File: config.mk
export PLATFORM = sky130hd
export DESIGN_NAME = mult_ctrl_flat
export DESIGN_NICKNAME = d
export VERILOG_FILES = /design/src/rtl/mult_pkg.sv /design/src/rtl/mult_ctrl_if.sv /design/src/rtl/mult_ctrl_run_edge.sv /design/src/rtl/mult_ctrl.sv /design/src/flat_wrapper.sv
export SDC_FILE = /design/constraint.sdc
export NUM_CORES = 1
export LEC_CHECK = 0
export CAP_MARGIN = 20
export CORE_MARGIN = 8
export CORE_UTILIZATION = 44
export DETAILED_ROUTE_END_ITERATION = 7
export GPL_ROUTABILITY_DRIVEN = 0
export PLACE_DENSITY = 0.75
export SLEW_MARGIN = 20
export SYNTH_ARGS = -nofsm -noshare
export SYNTH_HDL_FRONTEND = slang
export SYNTH_SLANG_ARGS = --single-unit
File: constraint.sdc
create_clock -name Clk -period 1.9 [get_ports Clk]
set_input_delay 0.285 -clock Clk [delete_from_list [all_inputs] [get_ports Clk]]
set_output_delay 0.285 -clock Clk [all_outputs]
set_load 0.02 [all_outputs]
File: src/rtl/mult_pkg.sv
// Shared types and constants for the shift-add multiplier control slice.
package mult_pkg;

    // Controller states, one per phase of the add/shift sequence.
    typedef enum logic [2:0] {
        IDLE  = 3'd0,
        CLR   = 3'd1,
        ADD   = 3'd2,
        SHIFT = 3'd3,
        HOLD  = 3'd4
    } state_t;

    // Default operand width: one add/shift iteration per multiplier bit.
    localparam int ITER_DEF = 8;

    // Adder/subtractor function select, shared with the 9-bit adder.
    localparam logic FN_ADD = 1'b0;
    localparam logic FN_SUB = 1'b1;

endpackage

File: src/rtl/mult_ctrl_if.sv
// Command/status bundle between the multiplier controller, the board
// switches and the X/A/B register unit.
//
// Handshake: there is no valid/ready pair here. Run and ClearA_LoadB are
// synchronised levels sampled every clock; the command outputs are
// single-cycle strobes that the register unit acts on at the next edge.
interface mult_ctrl_if;
    logic Run;           // start request (level, rising edge starts)
    logic ClearA_LoadB;  // IDLE-only: clear X/A, load B from switches
    logic M;             // current multiplier LSB, B[0]
    logic Ld_B;          // load B from switches
    logic Clr_XA;        // clear X and A
    logic Ld_XA;         // load X/A from adder result
    logic Fn;            // adder function, meaningful with Ld_XA
    logic Shift_En;      // arithmetic right shift of X:A:B
    logic Busy;          // sequence in progress
    logic Done;          // product stable, waiting for Run to drop

    // Environment side: switches and register unit.
    modport master (
        output Run, ClearA_LoadB, M,
        input  Ld_B, Clr_XA, Ld_XA, Fn, Shift_En, Busy, Done
    );

    // Controller side.
    modport slave (
        input  Run, ClearA_LoadB, M,
        output Ld_B, Clr_XA, Ld_XA, Fn, Shift_En, Busy, Done
    );
endinterface

File: src/rtl/mult_ctrl_run_edge.sv
// Registered copy of Run plus rising-edge detect. The register resets to 1
// so a Run level held through reset is not mistaken for a fresh start.
module run_edge (
    input  logic Clk,
    input  logic Reset,
    input  logic run_i,
    output logic start_o
);

    logic run_q;

    // Track the previous Run level; reset high to swallow a held Run.
    always_ff @(posedge Clk) begin
        if (Reset) begin
            run_q <= 1'b1;
        end else begin
            run_q <= run_i;
        end
    end

    assign start_o = run_i & ~run_q;

endmodule

File: src/rtl/mult_ctrl.sv
// Control FSM for the 8-bit signed shift-add multiplier. One ADD/SHIFT pair
// per multiplier bit; the last ADD subtracts so the result is two's
// complement. Command strobes are registered per state, except Ld_XA/Fn
// (follow M in ADD) and the IDLE switch load (follows ClearA_LoadB).
module mult_ctrl
    import mult_pkg::*;
#(
    parameter int ITER  = ITER_DEF,
    parameter int CNT_W = $clog2(ITER)
) (
    input  logic             Clk,
    input  logic             Reset,
    mult_ctrl_if.slave       bus,
    output state_t           dbg_state_o,
    output logic [CNT_W-1:0] dbg_cnt_o
);

    localparam logic [CNT_W-1:0] CNT_LAST = CNT_W'(ITER - 1);

    state_t           state_q;
    logic [CNT_W-1:0] cnt_q;
    logic [CNT_W-1:0] cnt_d;

    // Registered per-state strobes.
    logic clr_q;
    logic add_q;
    logic fn_q;
    logic shift_q;
    logic busy_q;
    logic done_q;

    logic start;
    logic sw_load;

    run_edge u_run_edge (
        .Clk     (Clk),
        .Reset   (Reset),
        .run_i   (bus.Run),
        .start_o (start)
    );

    assign cnt_d = cnt_q + CNT_W'(1);

    // Sequence CLR -> (ADD, SHIFT) x ITER -> HOLD and register the strobes
    // that belong to the state being entered.
    always_ff @(posedge Clk) begin
        if (Reset) begin
            state_q <= IDLE;
            cnt_q   <= '0;
            clr_q   <= 1'b0;
            add_q   <= 1'b0;
            fn_q    <= FN_ADD;
            shift_q <= 1'b0;
            busy_q  <= 1'b0;
            done_q  <= 1'b0;
        end else begin
            case (state_q)
                IDLE: begin
                    if (start) begin
                        state_q <= CLR;
                        clr_q   <= 1'b1;
                        busy_q  <= 1'b1;
                    end
                end
                CLR: begin
                    state_q <= ADD;
                    cnt_q   <= '0;
                    clr_q   <= 1'b0;
                    add_q   <= 1'b1;
                    fn_q    <= (CNT_LAST == '0) ? FN_SUB : FN_ADD;
                end
                ADD: begin
                    state_q <= SHIFT;
                    add_q   <= 1'b0;
                    fn_q    <= FN_ADD;
                    shift_q <= 1'b1;
                end
                SHIFT: begin
                    shift_q <= 1'b0;
                    if (cnt_q == CNT_LAST) begin
                        // Counter parks at its last value; CLR restarts it.
                        state_q <= HOLD;
                        busy_q  <= 1'b0;
                        done_q  <= 1'b1;
                    end else begin
                        state_q <= ADD;
                        cnt_q   <= cnt_d;
                        add_q   <= 1'b1;
                        fn_q    <= (cnt_d == CNT_LAST) ? FN_SUB : FN_ADD;
                    end
                end
                HOLD: begin
                    if (!bus.Run) begin
                        state_q <= IDLE;
                        done_q  <= 1'b0;
                    end
                end
                default: begin
                    state_q <= IDLE;
                    cnt_q   <= '0;
                    clr_q   <= 1'b0;
                    add_q   <= 1'b0;
                    fn_q    <= FN_ADD;
                    shift_q <= 1'b0;
                    busy_q  <= 1'b0;
                    done_q  <= 1'b0;
                end
            endcase
        end
    end

    // Switch load only in IDLE and only when no start is being taken.
    assign sw_load = (state_q == IDLE) & bus.ClearA_LoadB & ~start;

    assign bus.Ld_B     = sw_load;
    assign bus.Clr_XA   = clr_q | sw_load;
    assign bus.Ld_XA    = add_q & bus.M;
    assign bus.Fn       = add_q & bus.M & fn_q;
    assign bus.Shift_En = shift_q;
    assign bus.Busy     = busy_q;
    assign bus.Done     = done_q;

    assign dbg_state_o = state_q;
    assign dbg_cnt_o   = cnt_q;

endmodule

File: src/flat_wrapper.sv
// flat-port wrapper written by rule: the top's interface ports become plain ports
module mult_ctrl_flat import mult_pkg::*;
#(
    parameter int ITER  = ITER_DEF,
    parameter int CNT_W = $clog2(ITER)
)
  (Clk, Reset, dbg_state_o, dbg_cnt_o, bus_Run, bus_ClearA_LoadB, bus_M, bus_Ld_B, bus_Clr_XA, bus_Ld_XA, bus_Fn, bus_Shift_En, bus_Busy, bus_Done);
  mult_ctrl_if bus_i ();
  input  logic Clk;
  input  logic Reset;
  output state_t dbg_state_o;
  output logic [CNT_W-1:0] dbg_cnt_o;
  input wire logic [$bits(bus_i.Run)-1:0] bus_Run;
  input wire logic [$bits(bus_i.ClearA_LoadB)-1:0] bus_ClearA_LoadB;
  input wire logic [$bits(bus_i.M)-1:0] bus_M;
  output wire logic [$bits(bus_i.Ld_B)-1:0] bus_Ld_B;
  output wire logic [$bits(bus_i.Clr_XA)-1:0] bus_Clr_XA;
  output wire logic [$bits(bus_i.Ld_XA)-1:0] bus_Ld_XA;
  output wire logic [$bits(bus_i.Fn)-1:0] bus_Fn;
  output wire logic [$bits(bus_i.Shift_En)-1:0] bus_Shift_En;
  output wire logic [$bits(bus_i.Busy)-1:0] bus_Busy;
  output wire logic [$bits(bus_i.Done)-1:0] bus_Done;
  assign bus_i.Run = bus_Run;
  assign bus_i.ClearA_LoadB = bus_ClearA_LoadB;
  assign bus_i.M = bus_M;
  assign bus_Ld_B = bus_i.Ld_B;
  assign bus_Clr_XA = bus_i.Clr_XA;
  assign bus_Ld_XA = bus_i.Ld_XA;
  assign bus_Fn = bus_i.Fn;
  assign bus_Shift_En = bus_i.Shift_En;
  assign bus_Busy = bus_i.Busy;
  assign bus_Done = bus_i.Done;
  mult_ctrl #(.ITER(ITER), .CNT_W(CNT_W)) u_core (.Clk(Clk), .Reset(Reset), .bus(bus_i), .dbg_state_o(dbg_state_o), .dbg_cnt_o(dbg_cnt_o));
endmodule
==> flow_summary.toml, run 1 <==
[job]
drv_cap = 0

[die]
rows = 13
die_y_um = 53.44
die_area_mm2 = 0.002856
ios = 18
initial_core_util_pct = 47.40
die_w_um = 53.44
fp.coreArea_mm2 = 0.001301

[setup_path]
critPathMaxStageDelay_ns = 0.60
crit_path_start_kind = "input port"
slowest_stage = "clkdlybuf4s50_1"
cp.arrival_ns = 1.49
criticalPathCategory = "in -> out"
path_delay_family = "buffers and inverters"
startpoint = "bus_M"
critical_path.cell_chain = "clkdlybuf4s50_1, and3_1, clkdlybuf4s50_1"
path_common_cell = "clkdlybuf4s50_1"
crit_required_ns = 1.62
critPathBufInv = 2
worstSetupEndpointType = "output pin"
crit_fanout = 2
r2r-start = "u_core.dbg_cnt_o[0]"

[synthesis]
synth.most_common_cell = "dfxtp_1"
synth_warnings = 0
yosysSeqAreaShare_pct = 42.19
synth-edff-count = 0
synthDominantAreaCellType = "dfxtp_1"
yosysTopAreaCellShare_pct = 42.19
syn-cell-area_um2 = 616.8
synth_seq_cells = 13
avgSynthCellArea_um2 = 9.071
synth_top_cells_by_area = "dfxtp_1, ha_1, a21oi_1"
synth_common_cells = "dfxtp_1, a21oi_1, nand2_1"
synth.distinct_cells = 33
synth_cells = 68
syn_nets = 76
synth_ff_type = "dfxtp_1"
async_flop_share_pct = 0

[route]
wl_um = 1433
vias = 581
wl_per_cell_um = 13.65
postRouteAntennaNets = 0
drc = 0
via_per_inst = 5.533
drt-pass1-iter-count = 4
drt_iter0_markers = 18

[final_layout]
final_core_util_pct = 65.19
nNetsFinal = 99
area_growth_syn_to_layout_pct = 37.53
layout-drive-gt1-share_pct = 15.56
n_fill_cell = 120
diodes = 0

[placed_design]
portBuffers = 17
hpwl_um = 1114

[cts]
cts_buffer_depth = 2
path_clk_slew_ns = 0.08
cts.htree.levels = 1
insertion_delay_ns = 0.27
clkSinkCount = 13
cts_buffers = 3
cts_root_buf = "clkbuf_4"
cts_tree = "built"
postCtsSetupRepairBufs = 0

[timing]
worst_pin_slew_ns = 0.4761
relSlewSlack_pct = 67.97
hold_violations = 0
max_clock_freq_ghz = 0.5628
finalSetupViolations = 0
slew_violations = 0
timing.hold.ws_ns = 0.4734
rsz0062_at_grt = "false"
period_share_pct = 93.52
min_period_ns = 1.777
finalClockSkew_ns = 0.003303

[power_and_ir_drop]
p_total_mw = 0.5787
leakagePower_nw = 0.3306
max-vdd-ir-drop_mv = 0.3940
powerDensity_mw_per_mm2 = 682.2

[grt]
grt_max_degree = 15
antenna_found_initial = 0
groute.usage.overall_pct = 11.01
grt-ovfl-total = 0
grt_pass1_vias = 543
grt_pass1_wl_um = 2394

[min_path]
min_from = "u_core.bus.Shift_En"
hp-class = "reg -> reg"

[status]
status = "finished clean"
[routing by layer]
metal,part of all wire [%],GRT usage [%]
met5,0,0
met3,6.8,4.482
met4,0.84,3.782
met2,45,16.60
met1,48,13.70
[power by group]
part | internal, mW | switching, mW
sequential | 0.285 | 0.00981
clock | 0.0812 | 0.0889
combinational | 0.0539 | 0.0595
[tightest hold or removal path, cell delays in order, from the launching register on]
cell and delay [ns]:
dfxtp_1 0.32, nand2_1 0.05, a21oi_1 0.05
[final cells by class]
class | instances | area [um2] | share of cell area, %
Tap cell | 15 | 18.77 | 2.212
Sequential cell | 13 | 260.3 | 30.68
Inverter | 2 | 7.507 | 0.8850
Multi-Input combinational cell | 49 | 334.1 | 39.38
Timing Repair Buffer | 22 | 201.4 | 23.75
Clock buffer | 4 | 26.28 | 3.097
[cell families after synthesis]
group,after synthesis,share of synthesized area [%]
compound gates,16,18.05
fa+ha+maj,3,6.086
buf+inv,6,5.071
flops,13,42.19
simple gates,30,28.60
[state kept, by name, summed over array words and instances, names as in the netlist]
signal and count:
u_core.add_q 1, u_core.bus.Shift_En 1, u_core.dbg_cnt_o 3, u_core.u_run_edge.run_q 1, u_core.dbg_state_o 3, u_core.fn_q 1, u_core.bus.Busy 1, u_core.bus.Done 1
u_core.clr_q 1
[through the flow]
step	instance area (um2)	setup WS [ns]	instances	setup TNS, ns
finish	848.3	0.1230	105	0
CTS	849.6	0.001416	105	0
global route	848.3	0.05216	105	0
global placement	825.8	-0.2228	101	-0.3468
detailed placement	825.8	-0.2218	101	-0.3437
floorplan	623.1	0.2181	68	0
[worst paths after layout]
| kind | endpoint | slack (ns) | cells past startpoint |
|---|---|---|---|
| max reg2reg | u_core.add_q | 0.28 | 5 |
| max | bus_Fn | 0.12 | 3 |
| min reg2reg | u_core.bus.Shift_En | 0.47 | 2 |
| min | u_core.bus.Shift_En | 0.47 | 2 |
[layout by cell type, fill, tap and decap left out, types with 2 or more instances in the layout]
cell type         n
a21oi_1           4
nor2_1            2
a31oi_1           2
and2_1            2
nand3_1           3
nor2b_1           2
a22o_1            2
ha_1              3
a211oi_1          2
buf_4             5
or2_2             2
clkdlybuf4s50_1  15
nand2_1           4
dfxtp_1          13
clkbuf_4          3
inv_1             2
nand2b_1          2
nor4_1            2
[timing repair]
item	4_1_cts	5_1_grt
pin swaps	0	0
resized for setup	2	3
setup endpoints to repair	2	1
hold buffers	0	0
Power figures use the tool's default switching activity.
==> run 2, diff against run 1 <==
Settings changed: MAX_ROUTING_LAYER set to met4.
==> results of run 2 <==
The final DEF is identical to that of run 1; final timing and power are the same.
Main changes from that run: overall routing resource usage 11.01% -> 11.31%
==> variant 1: new RTL, settings of run 1 <==
Register the output `dbg_cnt_o` once more, with the module's reset; this adds one clock of latency there. The other outputs are not delayed to match.
--- a/src/rtl/mult_ctrl.sv
+++ b/src/rtl/mult_ctrl.sv
@@ -121,7 +121,13 @@
     assign bus.Done     = done_q;
 
     assign dbg_state_o = state_q;
-    assign dbg_cnt_o   = cnt_q;
+    always_ff @(posedge Clk) begin
+        if (Reset) begin
+            dbg_cnt_o <= '0;
+        end else begin
+            dbg_cnt_o <= cnt_q;
+        end
+    end
 
 endmodule
 
Formal check against the unedited RTL: not equivalent (Yosys sat finds a counterexample within 10 cycles, from zero or initial values and one cycle with Reset high).
==> variant 1 against run 1 <==
Wire length grew 9.6%; final area grew 9.7%; critical path type unchanged; global-route usage shrank 1.1 points; critical path depth is the same; via count grew 8.6%; total power grew 15%; sequential cell count grew 3; count of clock-buffer cells in the layout is the same; clock skew shrank 0.00069 ns; area after synthesis grew 14%; combinational power shrank 18%; worst setup slack lost 0.0049 ns.
==> variant 1: results <==
[pwr]
ir_drop_uv = 407
p_sw_share_pct = 24.2
p_leak_uw = 0.000381

[grt]
grt_pass1_vias = 585
gr-usage-all-layers_pct = 9.87
grt_max_degree = 16
grt_pass1_wl_um = 2520

[critical_path]
rrSetupSlack_ns = 0.33
timing.rr.start = "u_core.cnt_q[0]$_SDFFE_PP0P_"
reg2regPathDepth = 4
crit_fanout = 2
r2r-end = "u_core.cnt_q[2]$_SDFFE_PP0P_"
cp_data_arrival_time_ns = 1.50

[cts]
clkSlewWorstSetupHoldPaths_ns = 0.09
numCtsBuffers = 3
ctsRootBufferMaster = "clkbuf_4"
cts_setup_buffers = 0
clk-insertion-delay-late_ns = 0.28
cts_max_path_buffers = 2
h-tree-depth = 1

[layout]
insertedDiodeCount = 0
nets = 108
drive_gt1_share_pct = 17.2

[synth]
synth_cell_types = 27
synthArstFlopShare_pct = 0
synthTopCellsByArea = "dfxtp_1, ha_1, buf_6"
seq_area_frac_synth_pct = 45.6
netlist_top_cells_count = "dfxtp_1, a21oi_1, inv_1, nand3_1"
synth_fp_nets = 84
yosysWarnings = 0

[hold_path]
hold_depth = 2
min_from = "u_core.fn_q$_SDFFE_PP0P_"
holdPathEnd = "u_core.fn_q$_SDFFE_PP0P_"
holdCritPathClass = "register to register"

[placed_design]
postPlaceCellArea_um2 = 901
port-buffer-count = 17
dpl.hpwl_um = 1130

[sta]
skew_ns = 0.00261
max_slew_margin_pct = 68.7

[routing]
routed_wl_um = 1570
initialDrtViolationCount = 17
dr_total_vias = 631
firstDrtPassIters = 4

[status]
status = "complete, no violations"
==> variant 1: changes by cell type in the layout (fill, tap and decap cells not counted), moves of 2 or more <==
cell,run 1,this run
and3_1,1,3
inv_1,2,5
dfxtp_1,13,16
nand3_1,3,5
nand2b_1,2,4
a22o_1,2,0
a211oi_1,2,0
nor2_1,2,4
==> variant 1: critical path, stage by stage <==
cell	delay (ns)
clkdlybuf4s50_1	0.46
and3_1	0.15
clkdlybuf4s50_1	0.60
==> variant 1: cell families after synthesis <==
family | after synthesis | synth area share (%)
AND/OR/NAND/NOR | 32 | 25.3
flip-flops | 16 | 45.6
AO/OA/AOI/OAI | 15 | 14.4
buffers and inverters | 9 | 8.01
adder cells (fa/ha/maj) | 3 | 5.34
multiplexers | 1 | 1.42
==> variant 1: final cells by class <==
cell class              instances  area (µm²)
fillers                       133         576
multi-input cells              51         327
flip-flops and latches         16         320
repair buffers                 23         209
clock buffers                   4        36.3
well taps                      16        20.0
inverters                       5        18.8
==> variant 1: metal layers <==
layer	routed length (µm)	global-route usage, %	part of all wire (%)	up-vias
met5	0	0	0	-
met4	56	8.59	3.6	0
met3	84	2.05	5.4	6
met2	745	15.2	47	18
met1	684	11.2	44	294
li1	-	-	-	313
==> variant 1: worst max-delay path by stage <==
| stage | startpoint | endpoint | cells after the start |
|---|---|---|---|
| CTS | bus_Run | bus_Clr_XA | 5 |
| global route | bus_M | bus_Fn | 3 |
| floorplan | u_core.dbg_state_o[0]$_SDFFE_PP0P_ | bus_Clr_XA | 4 |
| global placement | bus_Run | bus_Clr_XA | 5 |
| finish | bus_M | bus_Fn | 3 |
| detailed placement | bus_Run | bus_Clr_XA | 5 |
==> variant 1: repair_timing <==
| action | in CTS | in global routing |
|---|---|---|
| setup endpoints to repair | 2 | 1 |
| resized for setup | 2 | 2 |
| cloned | 0 | 0 |
==> variant 1: stage by stage <==
step / TNS [ns] / instances / utilization (%) / setup slack (ns) / hold WS (ns)
final: 0 / 115 / 61.8 / 0.118 / 0.464
after detailed placement: -0.202 / 111 / 59.8 / -0.202 / 0.456
after global routing: 0 / 115 / 61.8 / 0.0794 / 0.502
after floorplan: 0 / 76 / - / 0.318 / 0.368
after global placement: -0.176 / 111 / 59.8 / -0.176 / 0.439
after CTS: 0 / 115 / 62.0 / 0.0214 / 0.469
==> variant 1: power by group through the flow <==
stage / Combinational [µW] / Sequential, µW / Clock (µW)
6_report: 92.9 / 349 / 224
5_1_grt: 100 / 350 / 247
4_1_cts: 94.0 / 349 / 231
3_5_place_dp: 97.2 / 357 / 0
3_3_place_gp: 95.9 / 356 / 0
2_1_floorplan: 47.8 / 363 / 0
==> variant 2: new RTL, settings of run 1 <==
Made on the original files. `ITER_DEF`: 8 -> 4.
--- a/src/rtl/mult_pkg.sv
+++ b/src/rtl/mult_pkg.sv
@@ -11,7 +11,7 @@
     } state_t;
 
     // Default operand width: one add/shift iteration per multiplier bit.
-    localparam int ITER_DEF = 8;
+    localparam int ITER_DEF = 4;
 
     // Adder/subtractor function select, shared with the 9-bit adder.
     localparam logic FN_ADD = 1'b0;
Interface: changed (resized dbg_cnt_o); port bits go from 18 to 17. No check against the original RTL was run, so the function may have changed too.
==> variant 2 against run 1 <==
Area after synthesis down 7.1%; clock skew is 0.00056 ns lower; wire length fell by 11%; worst setup slack got worse by 0.046 ns; register-to-register slack gained 0.26 ns; sequential power shrank 9.2%; non-clock buffer count stayed put; via count fell by 8.4%; critical path depth is 1 higher; synthesized cell count down 4.4%; final cell count fell by 3.8%; total power fell by 11%; sequential cell count down 1; final area down 6.6%; critical path type unchanged; largest power group unchanged; highest routed layer unchanged.
==> variant 2: results <==
[status]
status = "complete, no violations"

[pwr]
ir_drop_uv = 436
p_leak_uw = 0.000319

[routing]
routedWlPerCell_um = 12.6
initialDrtViolationCount = 7
firstDrtPassIters = 4
viasPerCell = 5.27

[critical_path]
crit_fanout = 2
cp_data_arrival_time_ns = 1.54

[layout]
nets = 95
largest_register_ffs = 3
drive_gt1_share_pct = 15.1
insertedDiodeCount = 0
fillers = 117

[placed_design]
port-buffer-count = 16
postPlaceCellArea_um2 = 776
pre_cts_ws_ns = -0.277
dpl.hpwl_um = 924

[grt]
gr-usage-all-layers_pct = 10.2
grt_pass1_vias = 518
grt_pass1_wl_um = 2150
grt_max_degree = 13

[cts]
cts_setup_buffers = 0
cts_resized = 4
clk-insertion-delay-late_ns = 0.26

[synth]
netlist_top_cells_count = "dfxtp_1, a21oi_1, o21ai_1"
synthTopCellsByArea = "dfxtp_1, a21oi_1, ha_1"
synth_cell_types = 29
synth_fp_nets = 72
seq_area_frac_synth_pct = 41.9

[sta]
skew_ns = 0.00275
worst_pin_slew_ns = 0.411
==> variant 2: cell types whose count changed in the layout (fill, tap and decap cells not counted), sizes merged, moves of 2 or more <==
cell	before	now
a21oi	4	7
nand2	4	1
o21ai	1	4
a22o	2	0
buf	5	7
clkbuf	5	3
nand4	0	2
==> variant 2: where the power goes <==
part	total, µW	leakage (µW)	switching [µW]	internal, µW
combinational	100	0.000208	51.9	48.3
sequential	268	0.0000977	5.61	263
clock	149	0.0000138	76.1	73.1
total	518	0.000319	134	384
==> variant 2: layout make-up <==
class / count / share of cell area (%)
Sequential cell: 12 / 30.3
Timing Repair Buffer: 22 / 25.1
Inverter: 3 / 1.42
Multi-Input combinational cell: 46 / 37.9
Clock buffer: 3 / 2.84
Tap cell: 15 / 2.37
==> variant 2: worst max-delay path, cell delays in order <==
cell and delay [ns]:
clkdlybuf4s50_1 0.41, and2b_2 0.20, and4bb_1 0.29, dlygate4sd2_1 0.34
==> variant 2: worst paths after layout <==
path / cells after the start / end / start / slack, ns
min reg2reg: 2 / u_core.clr_q$_SDFFE_PP0P_ / u_core.clr_q$_SDFFE_PP0P_ / 0.49
max reg2reg: 4 / u_core.fn_q$_SDFFE_PP0P_ / u_core.dbg_cnt_o[1]$_SDFFE_PP0P_ / 0.54
min: 2 / u_core.clr_q$_SDFFE_PP0P_ / u_core.clr_q$_SDFFE_PP0P_ / 0.49
max: 4 / bus_Ld_B / bus_Run / 0.08
==> variant 2: cell families (layout without fill, tap and decap cells) <==
kind of cell / Yosys count / count (layout) / synth area share, %
AO/OA/AOI/OAI: 17 / 17 / 16.6
adder cells (fa/ha/maj): 2 / 2 / 4.37
buffers and inverters: 7 / 28 / 5.68
flip-flops: 12 / 12 / 41.9
multiplexers: 1 / 1 / 1.96
AND/OR/NAND/NOR: 26 / 26 / 29.5
==> variant 2: layer usage <==
| layer | routed length [µm] | track usage [%] |
|---|---|---|
| met4 | 13 | 6.64 |
| met5 | 0 | 0 |
| met1 | 641 | 12.0 |
| met2 | 552 | 15.6 |
| met3 | 65 | 3.13 |
==> variant 2: metrics by stage <==
| step | cells | TNS, ns | utilization (%) |
|---|---|---|---|
| finish | 101 | 0 | 63.2 |
| CTS | 101 | 0 | 63.7 |
| global route | 101 | 0 | 63.2 |
| floorplan | 65 | 0 | - |
| global placement | 98 | -0.429 | 61.9 |
| detailed placement | 98 | -0.465 | 61.9 |
